--- src/rtl/uart_tx_mmio.sv ---
// uart_tx_mmio: memory-mapped 8N1 UART transmitter with a byte FIFO.
// Byte stores to UART_ADDR are queued. UART_ADDR+4 reads a status word,
// and writing 1 to bit 0 of that address clears drop_cnt.
// Optional macro UART_TX_SIM_PRINT_EN echoes each popped byte to the
// simulation console.
module uart_tx_mmio #(
  parameter logic [31:0] UART_ADDR  = 32'h1000_0000,
  parameter int unsigned CLK_DIV    = 868,
  parameter int unsigned FIFO_DEPTH = 16
) (
  input  logic        clk,
  input  logic        rst,
  input  logic [31:0] addr,
  input  logic [31:0] din,
  input  logic        we,
  output logic [31:0] rdata,
  output logic        tx,
  output logic        tx_busy,
  output logic        fifo_full,
  output logic [7:0]  drop_cnt
);

  localparam int unsigned PTR_W  = $clog2(FIFO_DEPTH);
  localparam int unsigned CNT_W  = PTR_W + 1;
  localparam int unsigned BAUD_W = $clog2(CLK_DIV);
  localparam logic [31:0] CTRL_ADDR = UART_ADDR + 32'd4;

  typedef enum logic [1:0] {S_IDLE, S_START, S_DATA, S_STOP} state_t;

  state_t            state, state_nxt;
  logic [7:0]        mem [FIFO_DEPTH];
  logic [PTR_W-1:0]  rd_ptr, wr_ptr;
  logic [CNT_W-1:0]  count;
  logic [BAUD_W-1:0] baud, baud_nxt;
  logic [2:0]        bit_idx, bit_idx_nxt;
  logic [7:0]        shift, shift_nxt;
  logic              tx_nxt;
  logic              push_req, ctrl_clr, pop, accept, empty, bit_end;
  logic              unused_din;

  assign unused_din = ^din[31:8];

  // Bus decode and FIFO handshake.
  always_comb begin
    push_req  = we && (addr == UART_ADDR);
    ctrl_clr  = we && (addr == CTRL_ADDR) && din[0];
    empty     = (count == '0);
    fifo_full = (count == CNT_W'(FIFO_DEPTH));
    pop       = (state == S_IDLE) && !empty;
    // A full FIFO still takes a byte when the head is popped in the same cycle.
    accept    = push_req && (!fifo_full || pop);
    bit_end   = (baud == BAUD_W'(CLK_DIV - 1));
    tx_busy   = (state != S_IDLE) || !empty;
  end

  // Status register read, combinational from the address.
  always_comb begin
    rdata = '0;
    if (addr == CTRL_ADDR) begin
      rdata[0]           = tx_busy;
      rdata[1]           = empty;
      rdata[2]           = fifo_full;
      rdata[8 +: CNT_W]  = count;
      rdata[23:16]       = drop_cnt;
    end
  end

  // FIFO storage; written only on accepted pushes.
  always_ff @(posedge clk) begin
    if (accept) mem[wr_ptr] <= din[7:0];
  end

  // FIFO pointers and occupancy.
  always_ff @(posedge clk) begin
    if (rst) begin
      rd_ptr <= '0;
      wr_ptr <= '0;
      count  <= '0;
    end else begin
      if (accept) wr_ptr <= wr_ptr + 1'b1;
      if (pop)    rd_ptr <= rd_ptr + 1'b1;
      case ({accept, pop})
        2'b10:   count <= count + 1'b1;
        2'b01:   count <= count - 1'b1;
        default: count <= count;
      endcase
    end
  end

  // Saturating drop counter; a clear wins over an increment.
  always_ff @(posedge clk) begin
    if (rst) begin
      drop_cnt <= '0;
    end else if (ctrl_clr) begin
      drop_cnt <= '0;
    end else if (push_req && !accept && (drop_cnt != 8'hFF)) begin
      drop_cnt <= drop_cnt + 1'b1;
    end
  end

  // Transmit FSM state and datapath registers.
  always_ff @(posedge clk) begin
    if (rst) begin
      state   <= S_IDLE;
      baud    <= '0;
      bit_idx <= '0;
      shift   <= '0;
      tx      <= 1'b1;
    end else begin
      state   <= state_nxt;
      baud    <= baud_nxt;
      bit_idx <= bit_idx_nxt;
      shift   <= shift_nxt;
      tx      <= tx_nxt;
    end
  end

  // Next-state logic; tx is registered from the current state, so the line
  // lags the state by one cycle for every slot and frame length is unchanged.
  always_comb begin
    state_nxt   = state;
    baud_nxt    = baud;
    bit_idx_nxt = bit_idx;
    shift_nxt   = shift;
    tx_nxt      = 1'b1;
    case (state)
      S_IDLE: begin
        tx_nxt = 1'b1;
        if (pop) begin
          shift_nxt   = mem[rd_ptr];
          baud_nxt    = '0;
          bit_idx_nxt = '0;
          state_nxt   = S_START;
        end
      end
      S_START: begin
        tx_nxt = 1'b0;
        if (bit_end) begin
          baud_nxt    = '0;
          bit_idx_nxt = '0;
          state_nxt   = S_DATA;
        end else begin
          baud_nxt = baud + 1'b1;
        end
      end
      S_DATA: begin
        tx_nxt = shift[0];
        if (bit_end) begin
          baud_nxt  = '0;
          shift_nxt = {1'b0, shift[7:1]};
          if (bit_idx == 3'd7) begin
            state_nxt = S_STOP;
          end else begin
            bit_idx_nxt = bit_idx + 1'b1;
          end
        end else begin
          baud_nxt = baud + 1'b1;
        end
      end
      S_STOP: begin
        tx_nxt = 1'b1;
        if (bit_end) begin
          baud_nxt  = '0;
          state_nxt = S_IDLE;
        end else begin
          baud_nxt = baud + 1'b1;
        end
      end
      default: state_nxt = S_IDLE;
    endcase
  end

`ifdef UART_TX_SIM_PRINT_EN
  // Console echo of every byte as it leaves the FIFO.
  always_ff @(posedge clk) begin
    if (!rst && pop) $write("%c", mem[rd_ptr]);
  end
`else
`endif

endmodule

--- config.mk ---
export PLATFORM = sky130hd
export DESIGN_NAME = uart_tx_mmio
export DESIGN_NICKNAME = d
export VERILOG_FILES = /design/src/rtl/uart_tx_mmio.sv
export SDC_FILE = /design/constraint.sdc
export NUM_CORES = 1
export LEC_CHECK = 0
export ABC_AREA = 1
export BUFFER_PORTS_ARGS = -buffer_cell sky130_fd_sc_hd__clkbuf_2
export CAP_MARGIN = 30
export CORE_ASPECT_RATIO = 0.8
export CORE_MARGIN = 4
export CORE_UTILIZATION = 50
export DETAILED_ROUTE_END_ITERATION = 8
export GPL_ROUTABILITY_DRIVEN = 0
export GPL_TIMING_DRIVEN = 0
export PLACE_DENSITY = 0.74
export RECOVER_POWER = 50
export SLEW_MARGIN = 20
export SYNTH_ARGS = -nofsm -noshare
export SYNTH_HDL_FRONTEND = slang
export SYNTH_SLANG_ARGS = --single-unit
--- constraint.sdc ---
create_clock -name clk -period 4.65 [get_ports clk]
set_input_delay 0.465 -clock clk [delete_from_list [all_inputs] [get_ports clk]]
set_output_delay 0.465 -clock clk [all_outputs]
set_load 0.005 [all_outputs]
==> impl_metrics.csv, run 1 <==
group,metric,value,unit
grt,grt_max_degree,18,
power_and_ir_drop,total_power,4.88,mW
min_path,whs_path_depth,5,
finish,n_fill_cell,1346,
critical_path,ff2ff_path_depth,8,
synthesis,netlist-cell-type-count,37,
floorplan,die_height,123,um
synthesis,synth_compound_area_share,7.87,%
routing,ant_nets,0,
min_path,min_path_type,"in -> reg",
clock_tree,clkSinkCount,177,
synthesis,synth_flop_cell,"edfxtp_1",
critical_path,path_max_fanout,8,
routing,drt-initial-drc-count,742,
floorplan,core_area,16000,um^2
routing,drt-wirelength-per-cell,16.1,um
critical_path,critPathCaptureType,"flop",
synthesis,syn_area,8230,um^2
timing,drv_slew,0,
clock_tree,clk-insertion-delay-late,0.43,ns
clock_tree,htree_num_levels,4,
outcome,status,"finished clean",
synthesis,synth-async-reset-ratio,0,%
routing,route.vias.total,6375,
finish,final_util,59.2,%
critical_path,crit_type,"reg -> reg",
synthesis,synth-edff-count,128,
finish,final-seq-area,4820,um^2
synthesis,yosys_register_bits,177,
power_and_ir_drop,p_leak,3.78,nW
run,maxCapViolCount,0,
timing,setup_viol,0,
clock_tree,postCtsResizedCells,0,
critical_path,crit_required,4.70,ns
timing,max_slew_margin,35.7,%
clock_tree,path_clk_slew,0.06,ns
floorplan,start_util,51.6,%
floorplan,io_pins,110,
finish,syn_to_final_growth,14.7,%
synthesis,synthCells,879,
clock_tree,postCtsSetupBuffers,0,
routing,via_per_inst,5.27,
grt,antenna_found_initial,0,
timing,fmax,392,MHz
placed_design,port_buffers,68,
clock_tree,cts_made_buffers,17,
synthesis,yosys_warnings,0,
finish,nNetsFinal,1067,
finish,multiInputGateArea,2820,um^2
synthesis,ys_seq_area_share,58.6,%
critical_path,reg2reg_setup_slack,2.10,ns
synthesis,syn_area_per_cell,9.36,um^2
timing,final_hold_viol_count,0,
synthesis,synth_top_family_by_area,"simple AND/OR/NAND/NOR gates",
timing,fin_worst_skew,0.00560,ns
timing,worstMarginPinSlew,0.964,ns
floorplan,die_area,18600,um^2
finish,design_area,9440,um^2
clock_tree,cts_tree,"built",
clock_tree,postCtsHoldBufs,0,
floorplan,num_rows,41,
synthesis,yosys-mux-area-fraction,0,%
clock_tree,clock_path_buffers,2,
grt,grt_pass1_vias,5766,
routing,dr.pass1.iters,6,
finish,drive_gt1_share,15.0,%
grt,grtUsageTotal,21.6,%
grt,grt_overflow,0,
power_and_ir_drop,power.density,517,nW/um^2
grt,grt_pass1_wl,30.1,mm
critical_path,worstSetupStartpointType,"flop",
timing,setup_tns,0,ns
routing,drc,0,
power_and_ir_drop,peakVddDrop,0.317,mV
placed_design,dpl-instance-area,8900,um^2
synthesis,synth-adder-area-share,2.98,%
finish,antennaDiodeCount,0,
placed_design,numPlacedInstances,1177,
clock_tree,cts_root_buf,"clkbuf_16",
routing,wirelength,19.5,mm
timing,period_minus_slack,2.55,ns
synthesis,synth_xor_area_share,0.745,%
synthesis,synth-simple-area-share,22.2,%
placed_design,dp_hpwl,13.8,mm
timing,rsz0062_at_grt,"false",
critical_path,arrival,2.61,ns
finish,fin_cells,1209,
floorplan,dieWidth,151,um
timing,fin_crit_sh,54.9,%
## routing by layer
metal  vias to the layer above  GRT usage, %  routed length, um
li1                       3107             -                  -
met1                      2962          31.6               8880
met2                       275          32.2               8540
met3                        31          4.65               1680
met4                         0          6.91                387
met5                         -             0                  0
## layout make-up
type,instances,share of cell area (%)
sequential,177,51.1
multi-input combinational,585,29.9
clock buffer,18,4.55
timing repair buffer,68,3.42
inverter,83,3.30
buffer,49,3.23
tap,215,2.85
clock inverter,14,1.66
## flip-flops by register name, summed over array words and instances, names as in the netlist, named ones only
signal / cells
drop_cnt: 8
shift: 8
mem: 128
rd_ptr: 4
baud: 10
tx: 1
count: 5
state: 2
wr_ptr: 4
bit_idx: 3
## worst paths after layout
| kind | start | endpoint |
|---|---|---|
| max | state[1] | mem[4][4] |
| min reg2reg | shift[4] | shift[4] |
| max reg2reg | state[1] | mem[4][4] |
| min | we | wr_ptr[1] |
## cell families after synthesis
kind of cell	count (synthesis)
other cells	1
fa+ha+maj	19
flops	177
compound gates	114
buf+inv	132
simple gates	429
xor+xnor	7
## per-stage QoR
step           hold slack [ns]  setup slack (ns)
6_report                 0.444              2.10
5_1_grt                  0.484              1.91
4_1_cts                  0.435              2.13
3_5_place_dp             0.455              2.04
3_3_place_gp             0.451              2.06
2_1_floorplan            0.435              2.49
## cells in the mapped netlist, types with 9 or more instances
library cell	number	area, um^2
dfxtp_1	49	981
nand2_1	137	514
nand3_1	68	340
edfxtp_1	128	3840
nor2_1	183	687
a21oi_1	34	170
o211ai_1	16	120
nor3_1	9	45.0
buf_2	17	85.1
o21ai_0	54	270
inv_1	76	285
ha_1	18	225
nand4_1	9	56.3
buf_4	19	143
## cell usage in the layout, fill, tap and decap left out, types with 17 or more instances in the layout
| cell | n |
|---|---|
| nand3_1 | 68 |
| a21oi_1 | 35 |
| nand2_1 | 140 |
| clkbuf_2 | 54 |
| edfxtp_1 | 128 |
| ha_1 | 18 |
| dfxtp_1 | 49 |
| inv_1 | 78 |
| clkbuf_16 | 17 |
| nor2_1 | 185 |
| buf_4 | 19 |
| o21ai_0 | 55 |
| clkbuf_1 | 23 |
## power by group
group	leakage, nW	total, mW	internal [mW]	switching [mW]
Combinational	1.95	1.61	0.528	1.08
Clock	0.274	1.41	0.798	0.612
Sequential	1.55	1.87	1.79	0.0745
Total	3.78	4.88	3.12	1.76
## worst max-delay path, stage by stage (launching register included)
cell and delay [ns]:
dfxtp_1 0.33, inv_1 0.15, ha_1 0.20, inv_1 0.07
nand2_1 0.16, inv_1 0.15, nor2_2 0.22, nand2_1 0.18
nor2_1 0.71
Note: power is estimated with default switching activity, not from simulation.
==> inputs of run 2 (changes only) <==
- PLACE_DENSITY: 0.74 -> 0.76
- clock period: 4.65 -> 2.11 ns (I/O delays scaled with it)
==> run 2 against run 1 <==
  * Critical path depth up 1
  * Combinational power is 130% higher
  * First-iteration DRC count is 3.4% higher
  * Wire length increased by 1.3%
  * Flip-flop and latch count unchanged
  * Via count increased by 1.5%
  * Utilization is 2.6 points higher
  * Cell area grew 4.3%
  * Final cell count is 0.99% higher
  * Total power up 120%
  * Register-to-register slack got worse by 2.0 ns
  * Critical endpoint is now mem[15][3]
  * Largest cell class unchanged
  * Largest power group unchanged
==> impl_metrics.csv, run 2 (same netlist as run 1, synthesis figures left out) <==
group,metric,value,unit
grt,grt_max_degree,18,
power_and_ir_drop,p_leak,3.90,nW
floorplan,die_area,18600,um^2
finish,drive_gt1_share,19.9,%
min_path,worst_hold_startpoint,"we",
floorplan,dieWidth,151,um
placed_design,pre_cts_slack,-0.360,ns
timing,fin_worst_skew,0.00558,ns
routing,drt-wirelength-per-cell,16.2,um
finish,multiInputGateArea,3040,um^2
grt,grt_pass1_wl,30.6,mm
critical_path,worstSetupStartpointType,"flop",
timing,worstMarginPinSlew,0.963,ns
clock_tree,path_clk_slew,0.06,ns
run,maxCapViolCount,0,
timing,fin_crit_sh,97.6,%
timing,drv_slew,0,
min_path,worstHoldEndpoint,"wr_ptr[1]",
finish,largest-register,"mem",
critical_path,arrival,2.17,ns
finish,final_util,61.7,%
grt,grt_pass1_vias,5966,
outcome,status,"finished clean",
finish,largestRegisters,"mem (128), baud (10)",
min_path,min_path_type,"in -> reg",
timing,rsz0062_at_grt,"true",
finish,final_common_cell,"nor2_1",
power_and_ir_drop,total_power,11.0,mW
finish,antennaDiodeCount,0,
placed_design,port_buffers,68,
min_path,whs_path_depth,5,
routing,wirelength,19.7,mm
floorplan,core_area,16000,um^2
finish,final-seq-area,4830,um^2
routing,dr.pass1.iters,5,
finish,n_fill_cell,1256,
floorplan,num_rows,41,
routing,ant_nets,0,
clock_tree,clkSinkCount,177,
clock_tree,htree_num_levels,4,
grt,grtUsageTotal,21.7,%
routing,drt-initial-drc-count,767,
finish,nNetsFinal,1081,
placed_design,dp_hpwl,13.1,mm
finish,largest_register_ffs,128,
critical_path,path_max_fanout,8,
clock_tree,clock_path_buffers,2,
placed_design,numPlacedInstances,1177,
critical_path,crit_slowest_cell,"dfxtp_4",
floorplan,die_height,123,um
critical_path,critPathCaptureType,"flop",
grt,antenna_found_initial,0,
critical_path,crit_type,"reg -> reg",
critical_path,cp_cell_sequence,"inv_1 > ha_2 > inv_1 > nand2_4 > clkinvlp_4 > nor2_4 > buf_12 > nand2_2 > nor2_4",
finish,syn_to_final_growth,19.7,%
clock_tree,cts_tree,"built",
power_and_ir_drop,power.density,1110,nW/um^2
critical_path,reg2reg_setup_slack,0.05,ns
critical_path,crit_family,"simple AND/OR/NAND/NOR gates",
routing,drc,0,
critical_path,path_buf_inv,4,
clock_tree,clk-insertion-delay-late,0.43,ns
critical_path,ff2ff_path_depth,9,
timing,whs,0.199,ns
clock_tree,postCtsHoldBufs,0,
power_and_ir_drop,peakVddDrop,0.699,mV
clock_tree,cts_made_buffers,17,
timing,max_slew_margin,35.8,%
routing,route.vias.total,6471,
finish,final_cell_mix,"nor2_1 (167), nand2_1 (132), edfxtp_1 (128), inv_1 (73), nand3_1 (67)",
finish,fin_cells,1221,
floorplan,io_pins,110,
critical_path,crit_required,2.22,ns
timing,final_hold_viol_count,0,
grt,grt_overflow,0,
critical_path,cpPeakStageDelay,0.36,ns
clock_tree,cts_root_buf,"clkbuf_16",
timing,setup_ws,0.0509,ns
critical_path,r2r_end,"mem[15][3]",
routing,via_per_inst,5.30,
timing,setup_viol,0,
timing,fmax,486,MHz
floorplan,start_util,51.6,%
timing,period_minus_slack,2.06,ns
critical_path,crit-reg2reg-launch,"state[0]",
[run 2: changes by cell type in the layout (fill, tap and decap cells not counted), moves of 4 or more]
cell,delta
nor2_4,+19
buf_12,+7
dfxtp_2,+4
nand2_1,-8
dfxtp_1,-5
nand2_4,+5
nor2_1,-18
buf_4,+7
inv_2,+4
inv_1,-5
[run 2: worst reg2reg max path, cell delays in order (launching register included)]
cell and delay [ns]:
dfxtp_4 0.36, inv_1 0.10, ha_2 0.21, inv_1 0.12, nand2_4 0.14, clkinvlp_4 0.12, nor2_4 0.13, buf_12 0.14
nand2_2 0.12, nor2_4 0.30
[run 2: area by class of cell]
type                       count  share of cell area [%]
sequential                   177                    49.1
clock buffer                  18                    4.36
buffer                        49                    3.11
tap                          215                    2.73
multi-input combinational    585                    30.9
clock inverter                12                    1.46
inverter                      83                    3.20
timing repair buffer          82                    5.21
[run 2: worst max path at each step]
| stage | slack, ns | from | end | depth (start not counted) |
|---|---|---|---|---|
| floorplan | 0.08 | state[0] | count[4] | 15 |
| global placement | -0.32 | state[0] | mem[13][3] | 8 |
| detailed placement | -0.36 | state[1] | mem[1][3] | 8 |
| CTS | -0.01 | state[1] | mem[8][4] | 8 |
| global route | -0.05 | state[0] | count[4] | 15 |
| finish | 0.05 | state[0] | mem[15][3] | 9 |
[run 2: through the flow]
step	cell area, um^2	setup TNS, ns
detailed placement	8900	-37.51
global route	9850	-0.389
global placement	8900	-33.81
floorplan	8290	0
CTS	9780	-0.0496
finish	9850	0
[run 2: where the power goes]
part / switching [mW] / internal [mW] / total (mW)
Sequential: 0.179 / 3.96 / 4.14
Combinational: 2.40 / 1.31 / 3.71
Clock: 1.29 / 1.83 / 3.12
Total: 3.87 / 7.10 / 11.0
[run 2: what timing repair did]
action / CTS / global route
pin swaps: 13 / 7
gates resized for setup: 41 / 17
setup endpoints to repair: 129 / 129
buffers inserted: 12 / 2
[run 2: per-layer routing]
| layer | GRT usage [%] | routed length [um] |
|---|---|---|
| met3 | 4.47 | 1720 |
| met5 | 0 | 0 |
| met4 | 7.30 | 388 |
| met1 | 29.8 | 8290 |
| met2 | 34.7 | 9330 |
